$ cat config.mk
export PLATFORM = sky130hd
export DESIGN_NAME = encoder_proj
export DESIGN_NICKNAME = d
export VERILOG_FILES = /design/src/rtl/encoder_proj_pkg.sv /design/src/rtl/encoder_proj_fifo.sv /design/src/rtl/encoder_proj.sv
export SDC_FILE = /design/constraint.sdc
export NUM_CORES = 1
export LEC_CHECK = 0
export CAP_MARGIN = 20
export CORE_UTILIZATION = 54
export CTS_CLUSTER_SIZE = 40
export DETAILED_ROUTE_END_ITERATION = 16
export GPL_ROUTABILITY_DRIVEN = 0
export PLACE_DENSITY = 0.78
export SKIP_LAST_GASP = 1
export SYNTH_ARGS = -nofsm -noshare
export SYNTH_HDL_FRONTEND = slang
export SYNTH_HIERARCHICAL = 1
export SYNTH_SLANG_ARGS = --single-unit
$ cat constraint.sdc
create_clock -name clock -period 2.3 [get_ports clock]
set_input_delay 0.23 -clock clock [delete_from_list [all_inputs] [get_ports clock]]
set_output_delay 0.23 -clock clock [all_outputs]
set_load 0.03 [all_outputs]
$ cat src/rtl/encoder_proj_pkg.sv
// Shared constants, output FSM state type and the Hamming(7,4) helpers for encoder_proj.
package encoder_proj_pkg;

  localparam int DATA_W = 4;
  localparam int CW_W   = 7;

  typedef enum logic {
    ST_EMPTY  = 1'b0,
    ST_LOADED = 1'b1
  } enc_state_e;

  // Codeword bit i is Hamming position i+1: {d3,d2,d1,p2,d0,p1,p0}
  function automatic logic [CW_W-1:0] hamming74_enc(input logic [DATA_W-1:0] d);
    logic p0;
    logic p1;
    logic p2;
    p0 = d[0] ^ d[1] ^ d[3];
    p1 = d[0] ^ d[2] ^ d[3];
    p2 = d[1] ^ d[2] ^ d[3];
    return {d[3], d[2], d[1], p2, d[0], p1, p0};
  endfunction

  function automatic logic [CW_W-1:0] flip_mask(input logic [2:0] n);
    logic [CW_W-1:0] m;
    if (n == 3'd0) begin
      m = 7'b0000000;
    end else begin
      m = 7'b0000001 << (n - 3'd1);
    end
    return m;
  endfunction

endpackage

$ cat src/rtl/encoder_proj_fifo.sv
// Nibble FIFO for encoder_proj; power-of-two depth, pointers carry one extra wrap bit.
module encoder_proj_fifo #(
  parameter int DEPTH = 4,
  parameter int WIDTH = 4
) (
  input  logic             clock,
  input  logic             reset,
  input  logic             push,
  input  logic [WIDTH-1:0] wdata,
  input  logic             pop,
  output logic             full,
  output logic             empty,
  output logic [WIDTH-1:0] rdata
);

  localparam int AW = (DEPTH > 1) ? $clog2(DEPTH) : 1;
  localparam logic [AW:0] PTR_ONE = {{AW{1'b0}}, 1'b1};

  logic [WIDTH-1:0] mem_q [DEPTH];
  logic [AW:0]      wptr_q;
  logic [AW:0]      wptr_d;
  logic [AW:0]      rptr_q;
  logic [AW:0]      rptr_d;
  logic             do_push;
  logic             do_pop;

  assign empty   = (wptr_q == rptr_q);
  assign full    = (wptr_q[AW] != rptr_q[AW]) && (wptr_q[AW-1:0] == rptr_q[AW-1:0]);
  assign rdata   = mem_q[rptr_q[AW-1:0]];
  assign do_push = push && !full;
  assign do_pop  = pop && !empty;

  always_comb begin
    wptr_d = wptr_q;
    rptr_d = rptr_q;
    if (do_push) begin
      wptr_d = wptr_q + PTR_ONE;
    end else begin
      wptr_d = wptr_q;
    end
    if (do_pop) begin
      rptr_d = rptr_q + PTR_ONE;
    end else begin
      rptr_d = rptr_q;
    end
  end

  always_ff @(posedge clock or posedge reset) begin
    if (reset) begin
      wptr_q <= '0;
      rptr_q <= '0;
    end else begin
      wptr_q <= wptr_d;
      rptr_q <= rptr_d;
    end
  end

  // Storage is not reset: entries are only ever read after being written.
  always_ff @(posedge clock) begin
    if (do_push) begin
      mem_q[wptr_q[AW-1:0]] <= wdata;
    end
  end

endmodule

$ cat src/rtl/encoder_proj.sv
// Hamming(7,4) encoder: nibble FIFO feeding a registered valid/ready codeword stage.
// Optional ENC_ERR_INJECT_EN adds err_flip to invert one codeword bit on load.
module encoder_proj
  import encoder_proj_pkg::*;
#(
  parameter int FIFO_DEPTH = 4,
  parameter int CNT_W      = 16
) (
  input  logic              clock,
  input  logic              reset,
  input  logic              in_valid,
  output logic              in_ready,
  input  logic [DATA_W-1:0] in_data,
  output logic              out_valid,
  input  logic              out_ready,
  output logic [CW_W-1:0]   io_out,
`ifdef ENC_ERR_INJECT_EN
  input  logic [2:0]        err_flip,
`endif
  output logic [CNT_W-1:0]  sent_count
);

  localparam logic [CNT_W-1:0] CNT_MAX = '1;
  localparam logic [CNT_W-1:0] CNT_ONE = {{(CNT_W-1){1'b0}}, 1'b1};

  enc_state_e        state_q;
  logic [CW_W-1:0]   io_out_q;
  logic              out_valid_q;
  logic [CNT_W-1:0]  cnt_q;
  logic [CNT_W-1:0]  cnt_d;
  logic              fifo_full;
  logic              fifo_empty;
  logic [DATA_W-1:0] fifo_head;
  logic              load;
  logic              fire;
  logic [CW_W-1:0]   err_mask;
  logic [CW_W-1:0]   next_cw;

  encoder_proj_fifo #(
    .DEPTH (FIFO_DEPTH),
    .WIDTH (DATA_W)
  ) u_fifo (
    .clock (clock),
    .reset (reset),
    .push  (in_valid),
    .wdata (in_data),
    .pop   (load),
    .full  (fifo_full),
    .empty (fifo_empty),
    .rdata (fifo_head)
  );

`ifdef ENC_ERR_INJECT_EN
  assign err_mask = flip_mask(err_flip);
`else
  assign err_mask = 7'b0000000;
`endif

  // A full FIFO refuses input even when the head is leaving this cycle.
  assign in_ready = !fifo_full;
  assign fire     = (state_q == ST_LOADED) && out_ready;
  assign load     = !fifo_empty && ((state_q == ST_EMPTY) || out_ready);
  assign next_cw  = hamming74_enc(fifo_head) ^ err_mask;

  always_ff @(posedge clock or posedge reset) begin
    if (reset) begin
      state_q     <= ST_EMPTY;
      io_out_q    <= 7'b0000000;
      out_valid_q <= 1'b0;
    end else begin
      case (state_q)
        ST_EMPTY: begin
          if (load) begin
            io_out_q    <= next_cw;
            out_valid_q <= 1'b1;
            state_q     <= ST_LOADED;
          end else begin
            state_q     <= ST_EMPTY;
          end
        end
        ST_LOADED: begin
          if (out_ready && load) begin
            io_out_q    <= next_cw;
            out_valid_q <= 1'b1;
            state_q     <= ST_LOADED;
          end else if (out_ready) begin
            out_valid_q <= 1'b0;
            state_q     <= ST_EMPTY;
          end else begin
            state_q     <= ST_LOADED;
          end
        end
        default: begin
          out_valid_q <= 1'b0;
          state_q     <= ST_EMPTY;
        end
      endcase
    end
  end

  always_comb begin
    cnt_d = cnt_q;
    if (fire && (cnt_q != CNT_MAX)) begin
      cnt_d = cnt_q + CNT_ONE;
    end else begin
      cnt_d = cnt_q;
    end
  end

  always_ff @(posedge clock or posedge reset) begin
    if (reset) begin
      cnt_q <= '0;
    end else begin
      cnt_q <= cnt_d;
    end
  end

  assign io_out     = io_out_q;
  assign out_valid  = out_valid_q;
  assign sent_count = cnt_q;

endmodule

# Yosys cells after proc, flatten, opt, wreduce, memory -nomap -nowiden
# Memories as Yosys holds them, arrays and structs flattened.
# Index checks and enable logic that the tools add are counted.
# op_classes
addsub	3
n_eq_ne	7
muxes	13
bitwise	7
n_reduce_logical	12
# ops
cell	n
adder 16 x 1 -> 16 bit, second input constant	1
!= test 16 bit, second input constant	1
two-way mux 7 bit	2
one-hot mux 7 bit (2 select lines)	1
two-way mux 1 bit	8
logical AND 1 bit	7
adder 3 x 1 -> 3 bit, second input constant	2
XOR 1 bit	6
one-hot mux 1 bit (2 select lines)	2
AND reduction 2 bit	2
== test 3 bit	1
!= test 3 x 2 -> 1 bit, second input constant	1
== test 2 bit	1
zero test 1 bit	2
!= test 2 x 1 -> 1 bit, second input constant	1
!= test 2 bit, second input constant	1
logical OR 1 bit	1
!= test 1 bit	1
inverter 1 bit	1
# totals
regBits	31
ramBits	16
inputBits	8
wordCells	49
memories	1
# mem_list
name	words	word_bits	rd	rd_clocked_by_memory_dff	write_ports	line_no	source
u_fifo.mem_q	4	4	1	0	1	encoder_proj_fifo.sv:19	logic [WIDTH-1:0] mem_q [DEPTH];

# Logic depth before layout (Yosys ltp)
# Gate-level depths: netlist of run 1.
# depth
depth_word	6
ltp_mapped	8

# Cells and area by module
# The synthesis of run 1 kept the hierarchy.
# by_module_without_submodules
module	instances	cells_each	area_each_um2
encoder_proj	1	112	1201.2
encoder_proj_fifo	1	71	1089.8

# Worst setup path after synthesis of run 1
# OpenSTA, ideal clock, no wires.
# synth_path
kind	register to register
from	register cnt_q[0], in the netlist sent_count[0]
to	register cnt_q[1], in the netlist sent_count[1]
setup_ps	125
arrival_time_ps	1713
t_required_ps	2175
setup_slack_ps	462
path_stages_with_launch	6
path_buffers	0
path_cell_list	dfrtp_1 -> ha_1 -> nand3_2 -> nor4_4 -> nor2_2 -> mux2_4
# synth_between
elab_chain_len	2
elab_cells_between_ends	3
# synth_rtl
item	line_no	source
start, declared	encoder_proj.sv:29	logic [CNT_W-1:0] cnt_q;
start signal, assigned	encoder_proj.sv:114	cnt_q <= cnt_d;
branches (longest 2 deep; another with adder 16 x 1 -> 16 bit)	n/a	
# Parallel ways; which one is timed is not known.
# A chain may end at the register's enable or synchronous reset.

# Worst setup path after layout of run 1
# layout_path
from	register u_fifo.rptr_q[2]
to	output in_ready
# layout_between
elab_chain_len	3
# layout_rtl
item	line_no	source
start, declared	encoder_proj_fifo.sv:22	logic [AW:0] rptr_q;
start signal, assigned	encoder_proj_fifo.sv:54	rptr_q <= rptr_d;
!= test 1 bit	encoder_proj_fifo.sv:28	assign full = (wptr_q[AW] != rptr_q[AW]) && (wptr_q[AW-1:0] == rptr_q[AW-1:0]);
logical AND 1 bit	encoder_proj_fifo.sv:28	
named net fifo_full	encoder_proj.sv:31	logic fifo_full;
zero test 1 bit	encoder_proj.sv:60	assign in_ready = !fifo_full;
end, declared	encoder_proj.sv:12	output logic in_ready,
# The timed path passes the listed nets, and every way through them passes these cells.

==> impl_metrics.csv, run 1 <==
group,metric,value,unit
timing,min_period,2200,ps
placement,post_dp_cell_area,2670,µm²
global_route,grt_first_pass_wirelength,7110,µm
critical_path,crit_start,"u_fifo/rptr_q[2]",
timing,worst_slew_pin_slew,472,ps
critical_path,crit_fanout,6,
clock_tree,clk_pin_slew_worst_paths,90,ps
floorplan,die_w,67.1,µm
finish,drive_gt1_share,15.7,%
run,maxCapViolations,0,
timing,finalHoldViolCount,0,
critical_path,cp-end-kind,"primary output",
power_and_ir_drop,p_leak,1.18,nW
clock_tree,clk_latency,300,ps
timing,setup_slack,97.8,ps
yosys,yosysTopAreaCell,"dfrtp_1",
power_and_ir_drop,power,3.80,mW
clock_tree,clockBufferDepth,2,
power_and_ir_drop,power_per_cell_area,1360,nW/µm²
global_route,grt_usage,21.6,%
clock_tree,cts_sinks,47,
critical_path,cp_cell_sequence,"xor2_2, nand3_2, inv_1, inv_1, clkdlybuf4s50_1",
timing,fin_crit_sh,95.7,%
routing,drc,0,
yosys,syn_nets,197,
yosys,synthArstFlopShare,66.0,%
timing,finalMaxSlewViolations,0,
routing,wirelength,4260,µm
critical_path,r2r_slack,200,ps
timing,setup_tns,0,ps
yosys,synth_edf_count,16,
critical_path,critPathMaxStageDelay,580,ps
routing,avgRoutedWirePerCell,15.6,µm
placement,place_ws,273,ps
critical_path,timing.rr.start,"u_fifo/rptr_q[1]",
critical_path,critPathLaunchType,"register",
timing,fin_skew,15.7,ps
placement,hpwl,3020,µm
global_route,grt_antenna_before_repair,0,
timing,rsz0062_at_grt,"no",
routing,postRouteAntennaNets,0,
clock_tree,cts_hold_buf,0,
floorplan,die_h,67.1,µm
placement,portBuffers,32,
yosys,syn_area,2290,µm²
global_route,grt_max_degree,26,
yosys,yosys-top-cells-area,"dfrtp_1, edfxtp_1, xor2_1",
critical_path,crit_type,"register to primary output",
finish,final.fill_count,314,
yosys,synth_cell_type_count,39,
global_route,grt_pass1_vias,1424,
routing,vias,1519,
timing,fmax,454,MHz
yosys,synth_top_area_share,33.9,%
global_route,grt_overflow,0,
floorplan,num_rows,23,
finish,antenna_cells,0,
worst_hold_path,hold_path_class,"input pin to asynchronous set/reset pin",
critical_path,r2r_end,"u_fifo/rptr_q[1]",
floorplan,die_area,4510,µm²
timing,slew_headroom,68.3,%
clock_tree,cts_max_level,2,
yosys,syn_inst,183,
critical_path,slowest_stage,"clkdlybuf4s50_1",
yosys,ys_seq_area_share,54.8,%
yosys,ys_warn_count,6,
power_and_ir_drop,peakVddDrop,0.885,mV
critical_path,r2r_cells,7,
critical_path,critPathArrivalTime,1970,ps
timing,setup_viol,0,
routing,drt_iter0_drc,118,
clock_tree,cts_buffers,5,
yosys,synth-seq-cells,47,
clock_tree,cts_root_buf,"clkbuf_8",
yosys,avgSynthCellArea,12.5,µm²
finish,area_growth,21.6,%
floorplan,num_io_pins,33,
finish,nNetsFinal,236,
floorplan,initial_core_util,56.9,%
critical_path,crit_path_frequent_cell,"inv_1",
run_status,outcome,"completed",
routing,first_pass_iters,4,
critical_path,cp-endpoint,"in_ready",
yosys,synth_top_flop_cell,"dfrtp_1",
finish,final_area,2790,µm²
routing,routed_via_density,5.56,
critical_path,worstPathRequired,2070,ps
floorplan,coreArea,4030,µm²
clock_tree,cts_tree,"built",
==> worst min-delay path by stage <==
stage / startpoint / end
after floorplan: reset / u_fifo/rptr_q[0]
after global routing: reset / u_fifo/rptr_q[0]
after detailed placement: io_out[5] / io_out[5]
after CTS: reset / u_fifo/rptr_q[0]
final: reset / u_fifo/rptr_q[0]
after global placement: io_out[6] / io_out[6]
==> registers in the layout (all words and copies together) (netlist names) <==
register / count
sent_count: 16
state_q: 1
io_out: 7
u_fifo/rptr_q: 3
out_valid: 1
u_fifo/wptr_q: 3
u_fifo/mem_q: 16
==> kinds of logic after synthesis <==
kind of cell / count (synthesis) / share of synthesized area, %
AOI/OAI and AO/OA: 20 / 6.28
xor gates and xnor gates: 27 / 11.3
adders and majority gates: 6 / 3.28
buffers and inverters: 12 / 2.46
DFF: 47 / 54.8
muxes: 6 / 5.08
and+or+nand+nor: 65 / 16.8
==> worst max-delay path: cells and delay by family, from the launching register on <==
kind	cells	cell delay, ps
flip-flops	1	460
XOR/XNOR	1	390
AND/OR/NAND/NOR	1	150
buffers and inverters	3	680
==> metrics by stage <==
stage | hold WS [ps] | std cells | utilization [%]
global placement | 461 | 264 | 66.2
detailed placement | 472 | 264 | 66.2
finish | 179 | 273 | 69.1
CTS | 183 | 272 | 68.9
global route | 188 | 273 | 69.1
floorplan | 21.0 | 183 | -
==> synth_stat cells (2+ instances only) <==
cell	n
a211oi_2	2
edfxtp_1	16
xor2_1	13
o31ai_1	4
nand2b_1	4
dfrtp_1	31
nand3_2	2
a31oi_1	2
inv_1	9
nand3_1	8
and3_1	3
nand4_2	2
nor4_1	4
nand2_1	22
xor2_2	2
nor3b_1	3
mux4_2	4
nand4_1	2
a21oi_1	4
o21ai_0	5
nor2_1	5
ha_1	6
nor3_1	4
xnor2_1	11
==> cell usage in the layout, fill, tap and decap left out, types with 2 or more instances in the layout <==
master	instances
clkdlybuf4s50_1	32
dfrtp_1	30
nand2_1	22
edfxtp_1	16
xor2_1	13
xnor2_1	10
inv_1	9
nand3_1	8
ha_1	6
clkbuf_8	6
nor2_1	5
o21ai_0	5
nor3_1	4
nor4_1	4
nand2b_1	4
o31ai_1	4
a21oi_1	4
mux4_2	4
nor3b_1	3
buf_4	3
and3_1	3
nand4_2	2
nand3_2	2
nand4_1	2
a31oi_1	2
xor2_2	2
a211oi_2	2
==> metal layers <==
metal | track usage [%] | vias up | share of wire (%)
li1 | - | 725 | -
met1 | 30.3 | 744 | 45
met2 | 33.0 | 41 | 49
met3 | 5.57 | 9 | 4.2
met4 | 6.38 | 0 | 1.2
met5 | 0 | - | 0
==> repair_timing <==
| item | CTS | global route |
|---|---|---|
| setup buffers | 0 | 1 |
| pin swaps | 0 | 1 |
| gates resized for setup | 3 | 0 |
| endpoints found under the setup margin | 1 | 1 |
==> where the power goes <==
group          switching [mW]  internal (mW)
sequential              0.309           1.13
clock                   0.268          0.243
combinational            1.02          0.833
total                    1.60           2.20
==> cell type report <==
type | count | area (µm²) | share of cell area (%)
multi-input combinational | 124 | 997 | 35.8
clock inverter | 1 | 5.00 | 0.180
inverter | 9 | 33.8 | 1.21
timing repair buffer | 35 | 343 | 12.3
tap | 50 | 62.6 | 2.25
clock buffer | 7 | 86.3 | 3.10
sequential | 47 | 1260 | 45.1
Power figures use the tool's default switching activity.
==> run 2: changes to the inputs <==
- CELL_PAD_IN_SITES_DETAIL_PLACEMENT: not set -> 0
- CELL_PAD_IN_SITES_GLOBAL_PLACEMENT: not set -> 1
- CORE_UTILIZATION: 54 -> 43
- PLACE_DENSITY: 0.78 -> 0.77
- SYNTH_HIERARCHICAL: 1 -> not set
==> impl_metrics.csv, run 2 <==
group,metric,value,unit
timing,finalMaxSlewViolations,0,
timing,fin_crit_sh,92.2,%
power_and_ir_drop,power,3.58,mW
yosys,synth_top_flop_cell,"dfrtp_1",
floorplan,die_w,72.9,µm
clock_tree,cts_tree,"built",
finish,drive_gt1_share,14.2,%
routing,wirelength,3700,µm
finish,final_cells,264,
global_route,grt_overflow,0,
clock_tree,cts_root_buf,"clkbuf_8",
placement,placedCellCount,256,
yosys,synth_top_area_share,35.9,%
critical_path,critPathLaunchType,"register",
critical_path,crit_fanout,7,
floorplan,num_io_pins,33,
power_and_ir_drop,power_frac_seq,38.7,%
power_and_ir_drop,p_int,2.24,mW
routing,routed_via_density,5.05,
yosys,ys_seq_area_share,58.1,%
global_route,grt_max_degree,32,
timing,min_period,2120,ps
yosys,syn_inst,158,
timing,rsz0062_at_grt,"no",
placement,hpwl,2790,µm
global_route,grt_pass1_vias,1271,
power_and_ir_drop,p_leak,1.08,nW
power_and_ir_drop,peakVddDrop,0.599,mV
routing,avgRoutedWirePerCell,14.0,µm
critical_path,worstPathRequired,2070,ps
finish,area_growth,23.9,%
finish,final_cell_mix,"clkdlybuf4s50_1, dfrtp_1, xor2_1",
yosys,synth-seq-cells,47,
yosys,syn_area,2160,µm²
run,maxCapViolations,0,
finish,seqCellArea,1260,µm²
power_and_ir_drop,clkPwrFrac,17.0,%
power_and_ir_drop,switching_share,37.5,%
clock_tree,cts_sinks,47,
timing,setup_tns,0,ps
yosys,avgSynthCellArea,13.7,µm²
timing,worst_slew_pin_slew,535,ps
global_route,grt_antenna_before_repair,0,
floorplan,die_area,5320,µm²
routing,first_pass_iters,4,
routing,drt_iter0_drc,53,
global_route,grt_first_pass_wirelength,6270,µm
clock_tree,cts_buffers,5,
clock_tree,cts_hold_buf,0,
critical_path,critPathArrivalTime,1890,ps
power_and_ir_drop,power_per_cell_area,1330,nW/µm²
floorplan,coreArea,4790,µm²
global_route,groute.layer.met3.usage,4.42,%
routing,postRouteAntennaNets,0,
floorplan,die_h,72.9,µm
yosys,synthArstFlopShare,66.0,%
finish,layout_commonest_cell,"clkdlybuf4s50_1",
yosys,synth_cell_type_count,33,
power_and_ir_drop,p_comb_share,44.3,%
yosys,yosys-top-cells-area,"dfrtp_1, edfxtp_1, xor2_1",
yosys,ys_warn_count,0,
timing,setup_viol,0,
yosys,yosysTopAreaCell,"dfrtp_1",
clock_tree,clk_latency,290,ps
critical_path,crit_type,"register to primary output",
clock_tree,clk_pin_slew_worst_paths,90,ps
global_route,grt_usage,15.7,%
global_route,use_met2,24.9,%
placement,portBuffers,32,
worst_hold_path,hold_path_class,"input pin to asynchronous set/reset pin",
routing,drc,0,
critical_path,cp-end-kind,"primary output",
routing,vias,1333,
finish,antenna_cells,0,
timing,fin_skew,5.78,ps
clock_tree,post_cts_resized,0,
floorplan,num_rows,25,
finish,nNetsFinal,210,
yosys,ys_top_cells_by_count,"dfrtp_1, xor2_1, edfxtp_1",
run_status,outcome,"completed",
finish,final.fill_count,413,
clock_tree,post_cts_buffers,0,
global_route,gr-usage-met1,20.9,%
yosys,syn_nets,172,
timing,finalHoldViolCount,0,
clock_tree,cts_max_level,2,
finish,multiInputGateArea,845,µm²
yosys,synth.most_common_cell,"dfrtp_1",
floorplan,initial_core_util,45.2,%
clock_tree,clockBufferDepth,2,
timing,slew_headroom,63.4,%
yosys,synth_edf_count,16,
global_route,grt_busiest_layer,"met2",
power_and_ir_drop,switchingPower,1.34,mW
timing,fmax,471,MHz
run 2: final timing paths:
| check | start | end | slack (ps) | depth (start not counted) |
|---|---|---|---|---|
| worst max-delay path | u_fifo.rptr_q[0] | in_ready | 180 | 3 |
| worst min register to register | sent_count[15] | sent_count[15] | 490 | 1 |
| worst min-delay path | reset | io_out[0] | 300 | 3 |
| max in group asynchronous | reset | state_q | 1710 | 3 |
| worst max register to register | u_fifo.rptr_q[0] | io_out[3] | 370 | 4 |
| min in group clock | sent_count[15] | sent_count[15] | 490 | 1 |
run 2: cell type report:
type                       count  area share (%)
timing repair buffer          36            13.1
inverter                       8            1.12
clock buffer                   5            2.57
tap                           67            3.13
sequential                    47            46.9
multi-input combinational     98            31.5
clock inverter                 3            1.77
run 2: worst max-delay path, stage by stage (launching register included):
cell,delay (ps)
dfrtp_1,510
xnor2_1,340
nand3_1,130
clkdlybuf4s50_1,620
run 2: power by group through the flow:
stage	combinational [mW]	sequential, mW	clock (mW)
after floorplan	0.926	1.59	0
after global placement	1.56	1.40	0
after detailed placement	1.60	1.41	0
after CTS	1.60	1.40	0.630
after global routing	1.72	1.43	0.658
final	1.58	1.38	0.607
run 2: through the flow:
| stage | instance area (µm²) | hold slack [ps] | util (%) | worst slack [ps] |
|---|---|---|---|---|
| 2_1_floorplan | 2160 | 329 | - | 396 |
| 3_3_place_gp | 2560 | 481 | 53.6 | 412 |
| 3_5_place_dp | 2560 | 488 | 53.6 | 340 |
| 4_1_cts | 2680 | 311 | 56.0 | 157 |
| 5_1_grt | 2680 | 336 | 56.0 | 43.7 |
| 6_report | 2680 | 303 | 56.0 | 179 |
run 2: cell families after synthesis:
group | synth area share, %
XOR/XNOR | 11.3
adder cells (fa/ha/maj) | 3.47
multiplexers | 8.96
AND/OR/NAND/NOR | 9.48
AO/OA/AOI/OAI | 5.78
flip-flops | 58.1
buffers and inverters | 2.89
run 2: metal layers:
layer / wire length, µm / up-vias
li1: - / 646
met1: 1680 / 657
met5: 0 / -
met2: 1830 / 26
met4: 47 / 0
met3: 136 / 4
